<file path="src/rtl/ex_mem_wb_pipe.sv">
// ----------------------------------------------------------------------------
// ex_mem_wb_pipe
//
// Purpose:
//   This block holds the EX/MEM and MEM/WB pipeline registers. It sequences
//   data-memory loads and stores over a valid/ready request handshake followed
//   by a read-data-valid response. While a memory access is outstanding it
//   stalls the upstream stages. The EX/MEM and MEM/WB register contents are
//   the sources the EX-stage bypass network forwards from. The MEM/WB outputs
//   also drive the register-file write port.
//
// Ports:
//   clk, rst             clock; synchronous active-high reset
//   ex_*                 instruction fields presented by the EX stage
//   mem_stall            MEM cannot advance this cycle (combinational)
//   dmem_req/we/addr/    data-memory request (combinational from EX/MEM + FSM)
//   wdata/be
//   dmem_ready           request accepted this cycle
//   dmem_rvalid/rdata    load response
//   ex_mem_*             EX/MEM register contents (forwarding source)
//   ex_mem_is_load       valid load sitting in MEM (hazard unit)
//   mem_wb_*             MEM/WB register contents / register-file write port
//   mem_misaligned       access in MEM dropped as misaligned
// ----------------------------------------------------------------------------
module ex_mem_wb_pipe #(
   parameter int XLEN = 32
) (
   input  logic            clk,
   input  logic            rst,
   // EX stage
   input  logic            ex_valid,
   input  logic [4:0]      ex_rd,
   input  logic            ex_reg_write,
   input  logic            ex_mem_read,
   input  logic            ex_mem_write,
   input  logic [2:0]      ex_funct3,
   input  logic [XLEN-1:0] ex_alu_result,
   input  logic [XLEN-1:0] ex_store_data,
   // stall to upstream
   output logic            mem_stall,
   // data memory
   output logic            dmem_req,
   output logic            dmem_we,
   output logic [XLEN-1:0] dmem_addr,
   output logic [XLEN-1:0] dmem_wdata,
   output logic [3:0]      dmem_be,
   input  logic            dmem_ready,
   input  logic            dmem_rvalid,
   input  logic [XLEN-1:0] dmem_rdata,
   // EX/MEM contents
   output logic [4:0]      ex_mem_rd,
   output logic            ex_mem_reg_write,
   output logic [XLEN-1:0] ex_mem_result,
   output logic            ex_mem_is_load,
   // MEM/WB contents
   output logic [4:0]      mem_wb_rd,
   output logic            mem_wb_reg_write,
   output logic [XLEN-1:0] mem_wb_data,
   output logic            mem_misaligned
);

   typedef enum logic {
      ST_IDLE = 1'b0,
      ST_WAIT = 1'b1
   } state_e;

   // ------------------------------------------------------------------------
   // EX/MEM register
   // ------------------------------------------------------------------------
   logic            exm_valid_q;
   logic [4:0]      exm_rd_q;
   logic            exm_reg_write_q;
   logic            exm_mem_read_q;
   logic            exm_mem_write_q;
   logic [2:0]      exm_funct3_q;
   logic [XLEN-1:0] exm_result_q;
   logic [XLEN-1:0] exm_store_data_q;

   // MEM/WB register
   logic            mwb_valid_q;
   logic [4:0]      mwb_rd_q;
   logic            mwb_reg_write_q;
   logic [XLEN-1:0] mwb_data_q;

   state_e          state_q;

   // ------------------------------------------------------------------------
   // MEM-stage decode
   // ------------------------------------------------------------------------
   logic            is_mem;
   logic            misaligned;
   logic            store_done;
   logic            load_done;
   logic            done;
   logic [1:0]      byte_off;

   assign byte_off = exm_result_q[1:0];
   assign is_mem   = exm_valid_q & (exm_mem_read_q | exm_mem_write_q);

   // funct3[1:0] encodes the access size: 00 byte, 01 half, 10 word.
   assign misaligned = is_mem &
                       (((exm_funct3_q[1:0] == 2'b01) & byte_off[0]) |
                        ((exm_funct3_q[1:0] == 2'b10) & (byte_off != 2'b00)));

   // A request is only presented from IDLE, so the WAIT state naturally
   // ignores dmem_ready and IDLE ignores dmem_rvalid.
   assign dmem_req   = is_mem & ~misaligned & (state_q == ST_IDLE);
   assign store_done = dmem_req & exm_mem_write_q & dmem_ready;
   assign load_done  = is_mem & (state_q == ST_WAIT) & dmem_rvalid;
   assign done       = store_done | load_done;

   assign mem_stall      = is_mem & ~misaligned & ~done;
   assign mem_misaligned = misaligned;

   assign dmem_we   = dmem_req & exm_mem_write_q;
   assign dmem_addr = {exm_result_q[XLEN-1:2], 2'b00};

   // ------------------------------------------------------------------------
   // Store lane replication and byte enables
   // ------------------------------------------------------------------------
   // NOTE: every signal assigned in always_comb gets a default first, so no
   // path through the case leaves it unassigned and no latch is inferred.
   always_comb begin
      dmem_wdata = exm_store_data_q;
      dmem_be    = 4'b1111;
      case (exm_funct3_q[1:0])
         2'b00: begin
            dmem_wdata = {4{exm_store_data_q[7:0]}};
            dmem_be    = 4'b0001 << byte_off;
         end
         2'b01: begin
            dmem_wdata = {2{exm_store_data_q[15:0]}};
            dmem_be    = 4'b0011 << byte_off;
         end
         default: ;
      endcase
   end

   // ------------------------------------------------------------------------
   // Load extraction: move the addressed byte/half down to bit 0, then extend
   // ------------------------------------------------------------------------
   logic [XLEN-1:0] ld_shift;
   logic [XLEN-1:0] ld_data;

   assign ld_shift = dmem_rdata >> {byte_off, 3'b000};

   always_comb begin
      ld_data = dmem_rdata;
      case (exm_funct3_q)
         3'b000:  ld_data = {{(XLEN-8){ld_shift[7]}}, ld_shift[7:0]};
         3'b001:  ld_data = {{(XLEN-16){ld_shift[15]}}, ld_shift[15:0]};
         3'b100:  ld_data = {{(XLEN-8){1'b0}}, ld_shift[7:0]};
         3'b101:  ld_data = {{(XLEN-16){1'b0}}, ld_shift[15:0]};
         default: ;
      endcase
   end

   // ------------------------------------------------------------------------
   // Sequential state
   // ------------------------------------------------------------------------
   // NOTE: state registers use non-blocking assignments so every register
   // samples the pre-edge value of every other, independent of block order.
   always_ff @(posedge clk) begin
      if (rst) begin
         exm_valid_q      <= 1'b0;
         exm_rd_q         <= '0;
         exm_reg_write_q  <= 1'b0;
         exm_mem_read_q   <= 1'b0;
         exm_mem_write_q  <= 1'b0;
         exm_funct3_q     <= '0;
         exm_result_q     <= '0;
         exm_store_data_q <= '0;
         mwb_valid_q      <= 1'b0;
         mwb_rd_q         <= '0;
         mwb_reg_write_q  <= 1'b0;
         mwb_data_q       <= '0;
         state_q          <= ST_IDLE;
      end else begin
         // EX/MEM holds the stalled instruction until its access completes.
         if (!mem_stall) begin
            exm_valid_q      <= ex_valid;
            exm_rd_q         <= ex_rd;
            exm_reg_write_q  <= ex_reg_write;
            exm_mem_read_q   <= ex_mem_read;
            exm_mem_write_q  <= ex_mem_write;
            exm_funct3_q     <= ex_funct3;
            exm_result_q     <= ex_alu_result;
            exm_store_data_q <= ex_store_data;
         end

         // A bubble goes into MEM/WB on every stall cycle so the stalled
         // instruction writes back exactly once, on the cycle it completes.
         if (mem_stall) begin
            mwb_valid_q     <= 1'b0;
            mwb_rd_q        <= '0;
            mwb_reg_write_q <= 1'b0;
            mwb_data_q      <= '0;
         end else begin
            mwb_valid_q     <= exm_valid_q;
            mwb_rd_q        <= exm_rd_q;
            mwb_reg_write_q <= exm_reg_write_q & ~misaligned;
            mwb_data_q      <= exm_mem_read_q ? ld_data : exm_result_q;
         end

         case (state_q)
            ST_IDLE: if (dmem_req && exm_mem_read_q && dmem_ready) state_q <= ST_WAIT;
            ST_WAIT: if (dmem_rvalid) state_q <= ST_IDLE;
            default: state_q <= ST_IDLE;
         endcase
      end
   end

   // ------------------------------------------------------------------------
   // Outputs (reg_write gated by the owning stage's valid bit)
   // ------------------------------------------------------------------------
   assign ex_mem_rd        = exm_rd_q;
   assign ex_mem_reg_write = exm_valid_q & exm_reg_write_q;
   assign ex_mem_result    = exm_result_q;
   assign ex_mem_is_load   = exm_valid_q & exm_mem_read_q;

   assign mem_wb_rd        = mwb_rd_q;
   assign mem_wb_reg_write = mwb_valid_q & mwb_reg_write_q;
   assign mem_wb_data      = mwb_data_q;

endmodule

</file>
<file path="config.mk">
export PLATFORM = sky130hd
export DESIGN_NAME = ex_mem_wb_pipe
export DESIGN_NICKNAME = d
export VERILOG_FILES = /design/src/rtl/ex_mem_wb_pipe.sv
export SDC_FILE = /design/constraint.sdc
export NUM_CORES = 1
export LEC_CHECK = 0
export CORE_UTILIZATION = 45
export DETAILED_ROUTE_END_ITERATION = 10
export PLACE_DENSITY_LB_ADDON = 0.05
export SYNTH_ARGS = -nofsm -noshare
export SYNTH_HDL_FRONTEND = slang
export SYNTH_SLANG_ARGS = --single-unit
</file>
<file path="constraint.sdc">
create_clock -name clk -period 5.06 [get_ports clk]
set_clock_uncertainty 0.1 [all_clocks]
set_input_delay 0.506 -clock clk [delete_from_list [all_inputs] [get_ports clk]]
set_output_delay 0.506 -clock clk [all_outputs]
set_load 0.02 [all_outputs]
</file>
==> flow_summary.yaml <==
status:
  run_status: "completed"
route:
  via_count: 5326
  first_iter_violations: 279
  drc_errors: 0
  drt_wl_total_um: 17000
  wl_per_cell_um: 16.0
  postRouteAntennaNets: 0
  avgViaCountPerCell: 5.02
  first_pass_iters: 4
logic_synthesis:
  synth.area.top_cells: "dfxtp_1 (40%), mux2i_1 (16%), nand2_1 (11%)"
  synthDistinctLibCells: 42
  synth.most_common_cell: "nand2_1"
  synth-seq-cells: 116
  synth.largest_area_cell: "dfxtp_1"
  ys.flop_type: "dfxtp_1"
  synthTopCellsByCount: "nand2_1 (174), dfxtp_1 (116), mux2i_1 (92)"
  synth-edff-count: 0
  synth-seq-area-share_pct: 40.1
  yosysTopAreaCellShare_pct: 40.1
  ys_async_sr_fraction_pct: 0
  syn_area_per_cell_um2: 8.45
  synth_warnings: 0
  synth_cells: 685
  synth_area_um2: 5790
placed_design:
  hpwl_um: 12100
  place.gp.congestion: 0.856
  io_buffers: 258
timing:
  drv_slew: 0
  fin_setup_tns_ns: 0
  fin_worst_hold_slack_ns: 0.348
  worstMarginPinSlew_ns: 1.06
  finalSetupViolCount: 0
  fmax_mhz: 293
  hold_violations: 0
  slew_headroom_pct: 29.1
  rsz0062_at_grt: "false"
  post-route-period-util_pct: 67.5
  post-route-min-period_ns: 3.42
min_path:
  min_from: "ex_mem_rd[3]"
  hp-class: "reg -> reg"
  holdPathStages: 2
  whs_endpoint: "mem_wb_rd[3]"
pwr:
  swShare_pct: 27.5
  vdd_drop_max_mv: 0.215
  clkPwrFrac_pct: 39.4
  p_leak_nw: 3.18
  power-per-cell-area_nw_per_um2: 323
  power_frac_seq_pct: 36.8
  p_int_mw: 2.03
  power_switching_mw: 0.769
  combPwrFrac_pct: 23.8
grt:
  antenna_found_initial: 0
  grt_usage_pct: 25.6
  grt_max_degree: 96
  first_global_vias: 5192
  grt_pass1_wl_um: 26000
  grt_overflow: 0
critical_path:
  cp_slowest_cell: "clkdlybuf4s50_1"
  startpoint_type: "flop"
  critical_path_class: "reg -> out"
  reg2reg_depth: 7
  r2r_slack_ns: 1.86
  reg2reg_to: "exm_store_data_q[13]"
  crit_arrival_ns: 2.81
  worstReg2RegStart: "exm_funct3_q[1]"
  cp.required_ns: 4.45
  crit_chain: "buf_4, and3b_1, a2111oi_1, and2_1, clkdlybuf4s50_1"
  path_max_fanout: 75
  endpoint_kind: "output port"
  max_stage_delay_ns: 0.60
die:
  die_y_um: 115
  die_w_um: 115
  start_util_pct: 46.1
  fp-row-count: 41
  ios: 261
  coreArea_um2: 12600
  design.die.area_um2: 13300
clock_network:
  clk_pin_slew_ns: 0.05
  numCtsBuffers: 17
  ctsHoldBuffers: 0
  clock-root-buffer: "clkbuf_16"
  ctsLongestPathBuffers: 2
  cts-htree-levels: 4
  clk_latency_ns: 0.41
  cts_tree: "yes"
  cts_sinks: 116
  ctsResizeCount: 0
  post_cts_buffers: 0
cells_and_area:
  nNetsFinal: 990
  synthToLayoutAreaGrowth_pct: 49.6
  nFillCells: 1052
  antenna_cells: 0
  drive_gt1_share_pct: 6.64
job:
  maxCapViolCount: 0
[sequential cells by signal (all words and copies together), names as in the netlist]
signal and count:
exm_funct3_q 3, state_q 1, exm_mem_write_q 1, mem_wb_rd 5
mwb_valid_q 1, exm_mem_read_q 1, exm_store_data_q 32, exm_reg_write_q 1
ex_mem_result 32, ex_mem_rd 5, mwb_reg_write_q 1, mem_wb_data 32
exm_valid_q 1
[logic make-up (layout without fill, tap and decap cells)]
family | count (synthesis) | in the layout | synth area share (%)
AO/OA/AOI/OAI | 79 | 79 | 9.51
XOR/XNOR | 1 | 1 | 0.151
buffers and inverters | 103 | 306 | 10.3
flip-flops | 116 | 116 | 40.1
multiplexers | 109 | 109 | 19.4
other | 1 | 2 | 0.0648
AND/OR/NAND/NOR | 276 | 276 | 20.5
[per-layer routing]
layer | global-route usage, % | up-vias | routed length, um
met4 | 11.8 | 0 | 458
met3 | 7.48 | 33 | 1300
met1 | 29.4 | 2446 | 7010
li1 | - | 2643 | -
met5 | 0 | - | 0
met2 | 43.8 | 204 | 8230
[final cells by class]
type	count	area, um^2	share of cell area (%)
multi-input cells	467	2890	33.4
repair buffers	266	2640	30.5
flip-flops and latches	116	2320	26.8
clock buffers	25	495	5.72
well taps	172	215	2.49
clock inverters	5	50.0	0.578
inverters	10	40.0	0.462
[power groups by stage]
stage / clock (mW) / sequential, mW / combinational (mW)
final: 1.10 / 1.03 / 0.665
after global routing: 1.16 / 1.04 / 0.711
after CTS: 1.12 / 1.03 / 0.668
after detailed placement: 0 / 1.05 / 0.664
after global placement: 0 / 1.05 / 0.657
after floorplan: 0 / 1.09 / 0.323
[how the worst max path moves through the flow]
stage | start | endpoint | slack, ns | cells after the start
global placement | dmem_rvalid | exm_store_data_q[30] | 1.78 | 7
finish | exm_funct3_q[1] | dmem_we | 1.64 | 5
floorplan | ex_mem_result[1] | dmem_we | 2.48 | 3
CTS | exm_funct3_q[1] | dmem_we | 1.66 | 5
global route | exm_funct3_q[1] | dmem_we | 1.55 | 5
detailed placement | dmem_rvalid | exm_store_data_q[5] | 1.69 | 7
[placed cells by master, fill, tap and decap left out, types with 6 or more instances in the layout]
cell / n
nor2_1: 51
inv_1: 8
nor3_1: 6
nand2_1: 174
dfxtp_1: 115
clkbuf_16: 17
mux2_2: 16
buf_4: 8
nand2b_1: 9
o211ai_1: 8
mux2i_1: 92
o21ai_0: 16
a211oi_1: 21
nor3b_1: 9
a21oi_1: 15
a32oi_1: 7
clkdlybuf4s50_1: 258
nand3b_1: 11
nor2b_1: 7
[through the flow]
stage          power, mW  instances  setup WS, ns  util [%]  area [um^2]
5_1_grt             2.91       1061          1.55      68.9         8660
6_report            2.80       1061          1.64      68.9         8660
3_5_place_dp        1.71       1031          1.69      64.5         8110
3_3_place_gp        1.70       1031          1.78      64.5         8110
4_1_cts             2.82       1061          1.66      68.9         8660
2_1_floorplan       1.42        686          2.48         -         5790
[worst max-delay path, delay by kind of cell (launching register included)]
| family | cells | cell delay (ns) |
|---|---|---|
| simple gates | 2 | 0.52 |
| buf+inv | 2 | 0.95 |
| compound gates | 1 | 0.58 |
| flops | 1 | 0.32 |
(Power assumes the default switching activity.)
